===== src/rtl/big_core_kbd_pkg.sv =====
// big_core keyboard receive path: shared types and constants.
// Scan-code constants are for downstream decode logic.
package big_core_kbd_pkg;

   localparam int KBD_DATA_BITS = 8;

   localparam logic [7:0] KBD_BREAK = 8'hF0;
   localparam logic [7:0] KBD_EXT   = 8'hE0;

   typedef enum logic [1:0] {
      IDLE,
      DATA,
      PARITY,
      STOP
   } t_kbd_rx_state;

endpackage


===== src/rtl/big_core_kbd_rx_if.sv =====
// Read-side bundle of the PS/2 receiver: FIFO pop port and status.
// The receiver is the slave; the core-side reader is the master.
interface big_core_kbd_rx_if;
   import big_core_kbd_pkg::*;

   logic                     RdEn;
   logic [KBD_DATA_BITS-1:0] RdData;
   logic                     Empty;
   logic                     Full;
   logic                     Overflow;
   logic                     FrameErr;
   logic                     Busy;

   modport master (
      output RdEn,
      input  RdData, Empty, Full,
      input  Overflow, FrameErr, Busy
   );

   modport slave (
      input  RdEn,
      output RdData, Empty, Full,
      output Overflow, FrameErr, Busy
   );

endinterface


===== src/rtl/big_core_kbd_fifo.sv =====
// First-word-fall-through scan-code FIFO with sticky overflow.
// Storage is cleared on reset so the head reads 0 when empty.
module big_core_kbd_fifo #(
   parameter int FIFO_DEPTH = 4,
   parameter int WIDTH      = 8
) (
   input  logic             Clk,
   input  logic             Rst,
   input  logic             push,
   input  logic [WIDTH-1:0] push_data,
   input  logic             pop,
   output logic [WIDTH-1:0] rd_data,
   output logic             empty,
   output logic             full,
   output logic             overflow
);

   localparam int AW = $clog2(FIFO_DEPTH);
   localparam logic [AW:0] FULL_CNT = FIFO_DEPTH[AW:0];

   logic [WIDTH-1:0] mem_q [FIFO_DEPTH];
   logic [WIDTH-1:0] mem_d [FIFO_DEPTH];
   logic [AW-1:0]    wr_ptr_q, wr_ptr_d;
   logic [AW-1:0]    rd_ptr_q, rd_ptr_d;
   logic [AW:0]      count_q, count_d;
   logic             ovf_q, ovf_d;
   logic             pop_ok, push_ok;

   assign empty    = (count_q == '0);
   assign full     = (count_q == FULL_CNT);
   assign overflow = ovf_q;
   assign rd_data  = mem_q[rd_ptr_q];

   // a pop frees the slot the same cycle, so push is legal even when full
   assign pop_ok  = pop & ~empty;
   assign push_ok = push & (~full | pop_ok);

   always_comb begin
      mem_d    = mem_q;
      wr_ptr_d = wr_ptr_q;
      rd_ptr_d = rd_ptr_q;
      count_d  = count_q;
      ovf_d    = ovf_q | (push & ~push_ok);
      if (push_ok) begin
         mem_d[wr_ptr_q] = push_data;
         wr_ptr_d        = wr_ptr_q + 1'b1;
      end
      if (pop_ok) begin
         rd_ptr_d = rd_ptr_q + 1'b1;
      end
      if (push_ok && !pop_ok) begin
         count_d = count_q + 1'b1;
      end else if (!push_ok && pop_ok) begin
         count_d = count_q - 1'b1;
      end
   end

   always_ff @(posedge Clk or negedge Rst) begin
      if (!Rst) begin
         for (int i = 0; i < FIFO_DEPTH; i++) begin
            mem_q[i] <= '0;
         end
         wr_ptr_q <= '0;
         rd_ptr_q <= '0;
         count_q  <= '0;
         ovf_q    <= 1'b0;
      end else begin
         mem_q    <= mem_d;
         wr_ptr_q <= wr_ptr_d;
         rd_ptr_q <= rd_ptr_d;
         count_q  <= count_d;
         ovf_q    <= ovf_d;
      end
   end

endmodule


===== src/rtl/big_core_kbd_rx.sv =====
// PS/2 device-to-host deframer: synchronizer, falling-edge detect,
// frame FSM with abort timeout, feeding the scan-code FIFO.
module big_core_kbd_rx
   import big_core_kbd_pkg::*;
#(
   parameter int TIMEOUT_CYCLES = 50000,
   parameter int FIFO_DEPTH     = 4
) (
   input  logic               Clk,
   input  logic               Rst,
   input  logic               KbdClockIn,
   input  logic               KbdDataIn,
   big_core_kbd_rx_if.slave   rd
);

   localparam int TW = $clog2(TIMEOUT_CYCLES + 1);
   localparam logic [TW-1:0] TMO_LAST = TW'(TIMEOUT_CYCLES - 1);
   localparam int CW = $clog2(KBD_DATA_BITS);
   localparam logic [CW-1:0] CNT_LAST = CW'(KBD_DATA_BITS - 1);

   logic [1:0] kclk_sync_q, kclk_sync_d;
   logic       kclk_hist_q, kclk_hist_d;
   logic [1:0] kdat_sync_q, kdat_sync_d;
   logic       kbd_fall, kdat;

   t_kbd_rx_state            state_q, state_d;
   logic [CW-1:0]            cnt_q, cnt_d;
   logic [KBD_DATA_BITS-1:0] shreg_q, shreg_d;
   logic                     par_q, par_d;
   logic [TW-1:0]            tmo_q, tmo_d;
   logic                     frame_err_q, frame_err_d;
   logic                     push;

   always_comb begin
      kclk_sync_d = {kclk_sync_q[0], KbdClockIn};
      kdat_sync_d = {kdat_sync_q[0], KbdDataIn};
      kclk_hist_d = kclk_sync_q[1];
   end

   assign kbd_fall = kclk_hist_q & ~kclk_sync_q[1];
   assign kdat     = kdat_sync_q[1];

   always_comb begin
      state_d     = state_q;
      cnt_d       = cnt_q;
      shreg_d     = shreg_q;
      par_d       = par_q;
      push        = 1'b0;
      frame_err_d = 1'b0;
      tmo_d       = (state_q == IDLE || kbd_fall) ? '0 : tmo_q + 1'b1;
      if (kbd_fall) begin
         unique case (state_q)
            IDLE: begin
               if (!kdat) begin
                  state_d = DATA;
                  cnt_d   = '0;
               end
            end
            DATA: begin
               shreg_d[cnt_q] = kdat;
               if (cnt_q == CNT_LAST) state_d = PARITY;
               else                   cnt_d   = cnt_q + 1'b1;
            end
            PARITY: begin
               par_d   = kdat;
               state_d = STOP;
            end
            STOP: begin
               // odd parity over data plus parity bit, stop bit high
               if (kdat && (^{shreg_q, par_q})) push        = 1'b1;
               else                             frame_err_d = 1'b1;
               state_d = IDLE;
            end
            default: state_d = IDLE;
         endcase
      end else if (state_q != IDLE && tmo_q == TMO_LAST) begin
         state_d     = IDLE;
         frame_err_d = 1'b1;
         tmo_d       = '0;
      end
   end

   always_ff @(posedge Clk or negedge Rst) begin
      if (!Rst) begin
         kclk_sync_q <= 2'b11;
         kclk_hist_q <= 1'b1;
         kdat_sync_q <= 2'b11;
         state_q     <= IDLE;
         cnt_q       <= '0;
         shreg_q     <= '0;
         par_q       <= 1'b0;
         tmo_q       <= '0;
         frame_err_q <= 1'b0;
      end else begin
         kclk_sync_q <= kclk_sync_d;
         kclk_hist_q <= kclk_hist_d;
         kdat_sync_q <= kdat_sync_d;
         state_q     <= state_d;
         cnt_q       <= cnt_d;
         shreg_q     <= shreg_d;
         par_q       <= par_d;
         tmo_q       <= tmo_d;
         frame_err_q <= frame_err_d;
      end
   end

   assign rd.Busy     = (state_q != IDLE);
   assign rd.FrameErr = frame_err_q;

   big_core_kbd_fifo #(
      .FIFO_DEPTH (FIFO_DEPTH),
      .WIDTH      (KBD_DATA_BITS)
   ) u_fifo (
      .Clk       (Clk),
      .Rst       (Rst),
      .push      (push),
      .push_data (shreg_q),
      .pop       (rd.RdEn),
      .rd_data   (rd.RdData),
      .empty     (rd.Empty),
      .full      (rd.Full),
      .overflow  (rd.Overflow)
   );

endmodule


===== src/flat_wrapper.sv =====
// flat-port wrapper written by rule: the top's interface ports become plain ports
module big_core_kbd_rx_flat import big_core_kbd_pkg::*;
#(
   parameter int TIMEOUT_CYCLES = 50000,
   parameter int FIFO_DEPTH     = 4
)
  (Clk, Rst, KbdClockIn, KbdDataIn, rd_RdEn, rd_RdData, rd_Empty, rd_Full, rd_Overflow, rd_FrameErr, rd_Busy);
  big_core_kbd_rx_if rd_i ();
  input  logic Clk;
  input  logic Rst;
  input  logic KbdClockIn;
  input  logic KbdDataIn;
  input wire logic [$bits(rd_i.RdEn)-1:0] rd_RdEn;
  output wire logic [$bits(rd_i.RdData)-1:0] rd_RdData;
  output wire logic [$bits(rd_i.Empty)-1:0] rd_Empty;
  output wire logic [$bits(rd_i.Full)-1:0] rd_Full;
  output wire logic [$bits(rd_i.Overflow)-1:0] rd_Overflow;
  output wire logic [$bits(rd_i.FrameErr)-1:0] rd_FrameErr;
  output wire logic [$bits(rd_i.Busy)-1:0] rd_Busy;
  assign rd_i.RdEn = rd_RdEn;
  assign rd_RdData = rd_i.RdData;
  assign rd_Empty = rd_i.Empty;
  assign rd_Full = rd_i.Full;
  assign rd_Overflow = rd_i.Overflow;
  assign rd_FrameErr = rd_i.FrameErr;
  assign rd_Busy = rd_i.Busy;
  big_core_kbd_rx #(.TIMEOUT_CYCLES(TIMEOUT_CYCLES), .FIFO_DEPTH(FIFO_DEPTH)) u_core (.Clk(Clk), .Rst(Rst), .KbdClockIn(KbdClockIn), .KbdDataIn(KbdDataIn), .rd(rd_i));
endmodule

===== config.mk =====
export PLATFORM = sky130hd
export DESIGN_NAME = big_core_kbd_rx_flat
export DESIGN_NICKNAME = d
export VERILOG_FILES = /design/src/rtl/big_core_kbd_pkg.sv /design/src/rtl/big_core_kbd_rx_if.sv /design/src/rtl/big_core_kbd_fifo.sv /design/src/rtl/big_core_kbd_rx.sv /design/src/flat_wrapper.sv
export SDC_FILE = /design/constraint.sdc
export NUM_CORES = 1
export LEC_CHECK = 0
export CAP_MARGIN = 5
export CORE_UTILIZATION = 51
export CTS_BUF_LIST = sky130_fd_sc_hd__clkbuf_2 sky130_fd_sc_hd__clkbuf_4 sky130_fd_sc_hd__clkbuf_8
export CTS_CLUSTER_DIAMETER = 40
export DETAILED_ROUTE_END_ITERATION = 8
export PLACE_DENSITY = 0.69
export SLEW_MARGIN = 25
export SYNTH_ARGS = -nofsm -noshare
export SYNTH_HDL_FRONTEND = slang
export SYNTH_SLANG_ARGS = --single-unit

===== constraint.sdc =====
create_clock -name Clk -period 3.75 [get_ports Clk]
set_input_delay 0.75 -clock Clk [delete_from_list [all_inputs] [get_ports Clk]]
set_output_delay 0.75 -clock Clk [all_outputs]
set_load 0.01 [all_outputs]

==> run metrics, run 1 <==
status finished clean; met3 WL 134 um; crit path cell chain mux4_2 -> clkdlybuf4s50_1; Hold Buf Count CTS 0; synthesized instance count 287; Antenna Cells 0; RSZ-0062 raised after global routing no; die height 86.6 um; Peak VDD IR 0.000438 V; DIE WIDTH slightly below 90 um; drt drc 0; Pre-Repair DR Iteration Count 4; FP Rows 30; number of failing hold endpoints at the final stage 0; Worst Setup SP u_core.u_fifo.rd_ptr_q[0]; TNS Setup 0 ps; worst setup margin 824 ps; Detail Placement HPWL 4060 um; Mean Syn Cell Area 12.7 um^2; min Tclk post-route 2930 ps; TritonCTS Buffers 9; Area contributors post-synth dfrtp_1 (49%), mux2_2 (13%), mux4_2 (4.9%), xnor2_1 (4.6%), ha_1 (4.1%); top-count cell post-synth dfrtp_1; Initial Util 0.532; CP delay by family, top flip-flops; worst skew pair latency 340 ps; vias in the first global route between 2000 and 2500; Worst slew margin 0.557; synthesized net count 305; R2R Path Start u_core.shreg_q[6]; largest net degree at the start of global routing 77; Tot GR Track Use 0.190; CTS tree done; synthesized area 3650 um^2; Synth top cells by count dfrtp_1 (71), mux2_2 (41), nor2_1 (25); fin util 0.608; Core ar. just under 7000 um^2; Max Root-Sink Buffers 2; setup bufs post-CTS 0; pre-CTS setup slack 658 ps; Seq/Total Area, Yosys 0.522; top cell type's share of synthesized area 0.486; Leakage 1.91 nW; Reg clk slew, reported paths roughly 70 ps; GP Congestion 0.794; ys flop type dfrtp_1; Critical Path Stages 2; number of gates resized after cts 0; # port buffers 17; Avg WL per Cell approximately 15 um; routed length on met2 2830 um; final WL 6030 um; pwr/cell area 686 nW/um^2; crit path max fanout 10; Reg2Reg Setup Slack 870 ps; crit start category flip-flop; hold slack final 358 ps; CP max-delay cell dfrtp_1; WS Path Type flip-flop to output pin; Initial DRC Count 47; Detail Route Antenna Nets 0; antenna violations before repair 0; H-Tree Depth 3; Post-Place Cells 393; r2r endpoint u_core.u_fifo.count_q[2]; IO Count 18; worst r2r path cells 10; crit-path max cell delay 750 ps; Data required, critical path 3000 ps; Final Non-Filler Cells between 400 and 500; Tcrit/Tclk final 0.780; area leader, netlist dfrtp_1; Clock Sink Count 76; Max Cap Viol 0; final setup vio count 0; worst hold path class flip-flop to flip-flop; nets ~330; Netlist cell types 35; Max Used Layer met4; CP arrival around 2200 ps; Slew @ Worst Pin between 600 and 700 ps; crit end category output pin; CP Buf/Inv Count 1; layout cells sized above 1 0.249; max frequency ~0.34 GHz; area delta synth->final 14.3%; EDFF count, synth 0; Vias/cell 5.22; CTS Root Cell clkbuf_8; fillcell total 562; asr flop ratio synth 1.00; die area 7500 um^2; fin. max-slew vios 0; Worst Setup EP rd_RdData[2]; Yosys reg bits 76; DR vias 2136; Synth Warn # 0; Metal-1 WL ~2900 um; Fin Clk Skew approximately 7.1 ps; first-pass GRT wire length roughly 11000 um; GRT overflow 0
==> how the worst min path moves through the flow <==
| stage | startpoint | to | depth (start not counted) |
|---|---|---|---|
| 2_1_floorplan | u_core.kclk_sync_q[0] | u_core.kclk_sync_q[1] | 0 |
| 3_3_place_gp | u_core.kdat_sync_q[0] | u_core.kdat_sync_q[1] | 0 |
| 3_5_place_dp | u_core.kclk_sync_q[0] | u_core.kclk_sync_q[1] | 0 |
| 4_1_cts | u_core.kdat_sync_q[0] | u_core.kdat_sync_q[1] | 0 |
| 5_1_grt | u_core.kdat_sync_q[0] | u_core.kdat_sync_q[1] | 0 |
| 6_report | u_core.kdat_sync_q[0] | u_core.kdat_sync_q[1] | 0 |
==> per-stage QoR <==
| stage | power, mW | area, um^2 |
|---|---|---|
| floorplan | 1.90 | 3650 |
| global placement | 2.10 | 3920 |
| detailed placement | 2.12 | 3920 |
| CTS | 2.90 | 4170 |
| global route | 3.05 | 4180 |
| finish | 2.86 | 4180 |
==> layout by cell type, fill, tap and decap left out, drive strengths merged <==
master	Yosys	layout
a211oi	1	1
a21oi	2	2
a22o	5	5
a31oi	1	1
and3	3	3
and4b	1	1
buf	1	2
bufinv	0	3
clkbuf	7	12
clkdlybuf4s50	0	16
clkinv	0	1
dfrtp	71	71
dfstp	5	5
fa	1	1
ha	12	12
inv	12	12
mux2	41	41
mux4	8	8
nand2	18	18
nand2b	2	2
nand3	8	8
nand3b	3	3
nand4	4	4
nor2	30	30
nor2b	1	1
nor3	6	6
nor3b	3	3
nor4	3	3
nor4b	2	2
o211ai	2	2
o21ai	3	3
o21bai	1	1
o31ai	2	2
xnor2	19	19
xnor3	1	1
xor2	8	8
==> routing by layer <==
metal | GRT usage | up-vias
met4 | 0.0909 | 0
met2 | 0.319 | 25
met3 | 0.0371 | 11
li1 | - | 1048
met1 | 0.237 | 1052
met5 | 0 | -
==> kinds of logic after synthesis <==
| group | after synthesis | share of synthesized area |
|---|---|---|
| mux | 49 | 0.176 |
| xor+xnor | 28 | 0.0713 |
| buf+inv | 20 | 0.0206 |
| simple gates | 84 | 0.131 |
| fa+ha+maj | 13 | 0.0466 |
| compound gates | 17 | 0.0329 |
| flops | 76 | 0.522 |
==> registers in the layout, indices dropped and copies added (netlist names) <==
signal                  cells
u_core.cnt_q                3
u_core.kclk_hist_q          1
u_core.kclk_sync_q          2
u_core.kdat_sync_q          2
u_core.par_q                1
u_core.rd.FrameErr          1
u_core.shreg_q              8
u_core.state_q              2
u_core.tmo_q               16
u_core.u_fifo.count_q       3
u_core.u_fifo.mem_q        32
u_core.u_fifo.overflow      1
u_core.u_fifo.rd_ptr_q      2
u_core.u_fifo.wr_ptr_q      2
==> worst reg2reg max path, delay by kind of cell, from the launching register on <==
kind | cells | cell delay (ps)
xor gates and xnor gates | 5 | 1390
adders and majority gates | 2 | 580
buffers and inverters | 1 | 70
DFF | 1 | 460
and+or+nand+nor | 2 | 300
==> where the power goes <==
part	total, mW	internal (mW)	switching [mW]	leakage [nW]
Combinational	0.920	0.399	0.521	0.764
Sequential	1.17	0.960	0.214	1.01
Clock	0.768	0.485	0.283	0.130
Total	2.86	1.84	1.02	1.91
==> cell type report <==
type	count	area (um^2)	area share
flip-flops and latches	76	1910	0.457
multi-input cells	191	1670	0.400
repair buffers	18	179	0.0429
clock buffers	12	159	0.0381
well taps	96	120	0.0288
clock inverters	4	95.1	0.0228
inverters	12	45.0	0.0108
Power figures use the tool's default switching activity.
==> run 2, diff against run 1 <==
- clock period: 3.75 -> 3 ns (I/O delays scaled with it)
==> run metrics, run 2 (synthesis gave the netlist of run 1 again) <==
worst hold path class input pin to async pin; Reg clk slew, reported paths 80 ps (about the same); Reg2Reg Setup Slack 430 ps (-440 ps); CP arrival 2130 ps (-50 ps); crit start category flip-flop; TNS Setup 0 ps (unchanged); Worst slew margin 0.543 (-0.0143); IO Count 18 (unchanged); Tcrit/Tclk final 0.910; final setup vio count 0 (unchanged); Pre-Repair DR Iteration Count 4 (unchanged); largest net degree at the start of global routing 77 (unchanged); DIE WIDTH 86.6 um (unchanged); CTS tree done; RSZ-0062 raised after global routing no; max frequency between 0.3 and 0.4 GHz; crit path max fanout 9 (-1); die height 86.6 um (unchanged); Slew @ Worst Pin 686 ps (+21.4 ps); R2R Path Start u_core.shreg_q[6]; FP Rows 30 (unchanged); GRT overflow 0 (unchanged); Post-Place Cells 396 (+0.76%); Psw 1.32 mW (+30%); Clock Sink Count 76 (unchanged); Max Root-Sink Buffers 2 (unchanged); Avg WL per Cell 14.6 um (-1.2%); sequential power share 0.412 (+0.002); commonest non-fill, non-tap cell in the layout dfrtp_1; WS Path Type flip-flop to output pin; Largest Register u_core.u_fifo.mem_q; Peak VDD IR 0.000599 V (+37%); clock power share 0.242 (-0.026); H-Tree Depth 3 (unchanged); fin. max-slew vios 0 (unchanged); die area 7500 um^2 (unchanged); switch share 0.371 (+0.0155); DR vias 2152 (+0.75%); Detail Placement HPWL 4040 um (-0.46%); Gate power share 0.347 (+0.025); nets 329 (+0.92%); Final Non-Filler Cells 412 (+0.73%); crit end category output pin; most frequent cells in the layout dfrtp_1 (71), mux2_2 (41), nor2_1 (25), xnor2_1 (19), nand2_1 (18); antenna violations before repair 0 (unchanged); number of gates resized after cts 0 (unchanged); Hold Buf Count CTS 0 (unchanged); CTS Root Cell clkbuf_8; Data required, critical path 2400 ps (-600 ps); drt drc 0 (unchanged); number of failing hold endpoints at the final stage 0 (unchanged); final WL 6010 um (-0.46%); Worst Setup SP u_core.u_fifo.rd_ptr_q[0]; Leakage 1.90 nW (-0.48%); worst r2r path cells 10 (unchanged); Tot GR Track Use 0.185 (-0.00556); layout cells sized above 1 0.256 (+0.00713); TritonCTS Buffers 9 (unchanged); Worst Setup EP rd_RdData[0]; first-pass GRT wire length 10500 um (-0.84%); Fin Clk Skew 8.95 ps (+1.89 ps); status finished clean; Core ar. 6870 um^2 (unchanged); worst skew pair latency 350 ps (about the same); Max Cap Viol 0 (unchanged); Initial Util 0.532 (unchanged); cell-internal power 2.24 mW (+21%); Vias/cell 5.22 (about the same); pwr/cell area 853 nW/um^2 (+24%); r2r endpoint u_core.u_fifo.count_q[2]; # port buffers 17 (unchanged); vias in the first global route 2182 (-2.2%); max reg flops 32 (unchanged); GP Congestion 0.800 (+0.82%); min Tclk post-route 2730 ps; area delta synth->final 14.0%; Detail Route Antenna Nets 0 (unchanged); Initial DRC Count 77 (+64%); Antenna Cells 0 (unchanged); Largest regs u_core.u_fifo.mem_q (32), u_core.tmo_q (16), u_core.shreg_q (8); setup bufs post-CTS 0 (unchanged)
run 2: cell types whose count changed in the layout (fill, tap and decap cells not counted), sizes merged:
cell,previous run,this run
bufinv,3,2
clkbuf,12,10
clkinvlp,0,2
buf,2,5
clkinv,1,2
run 2: critical path: stages (launching register included):
cell	delay, ps
dfrtp_1	710
mux4_2	580
clkdlybuf4s50_1	490
run 2: per-stage QoR:
stage | setup WS, ps | cell area [um^2] | hold slack [ps] | total power, mW | util
after floorplan | 371 | 3650 | 304 | 2.38 | -
after global placement | 179 | 3940 | 347 | 2.70 | 0.574
after detailed placement | 105 | 3940 | 347 | 2.73 | 0.574
after CTS | 224 | 4160 | 359 | 3.59 | 0.606
after global routing | 160 | 4160 | 341 | 3.77 | 0.606
final | 270 | 4160 | 254 | 3.55 | 0.606
run 2: worst min path at each step:
stage | slack [ps] | endpoint
global route | 340 | u_core.u_fifo.mem_q[8]
floorplan | 300 | u_core.cnt_q[0]
global placement | 350 | u_core.kdat_sync_q[1]
detailed placement | 350 | u_core.kdat_sync_q[1]
finish | 250 | u_core.u_fifo.mem_q[2]
CTS | 360 | u_core.kdat_sync_q[1]
run 2: area by class of cell:
class,count,area [um^2]
Fill cell,571,2710
Sequential cell,76,1910
Inverter,12,45.0
Clock buffer,10,131
Multi-Input combinational cell,191,1670
Timing Repair Buffer,21,201
Clock inverter,6,88.8
Tap cell,96,120
run 2: per-layer routing:
metal,vias up,part of all wire,GRT usage
met2,23,0.46,0.296
met4,0,0.018,0.0773
met5,-,0,0
met3,10,0.025,0.0362
met1,1064,0.50,0.247
li1,1055,-,-
run 2: power groups by stage:
stage / Combinational, mW / Sequential [mW] / Clock, mW
after floorplan: 1.03 / 1.35 / 0
after global placement: 1.22 / 1.48 / 0
after detailed placement: 1.25 / 1.48 / 0
after CTS: 1.25 / 1.47 / 0.876
after global routing: 1.35 / 1.50 / 0.918
final: 1.23 / 1.46 / 0.858
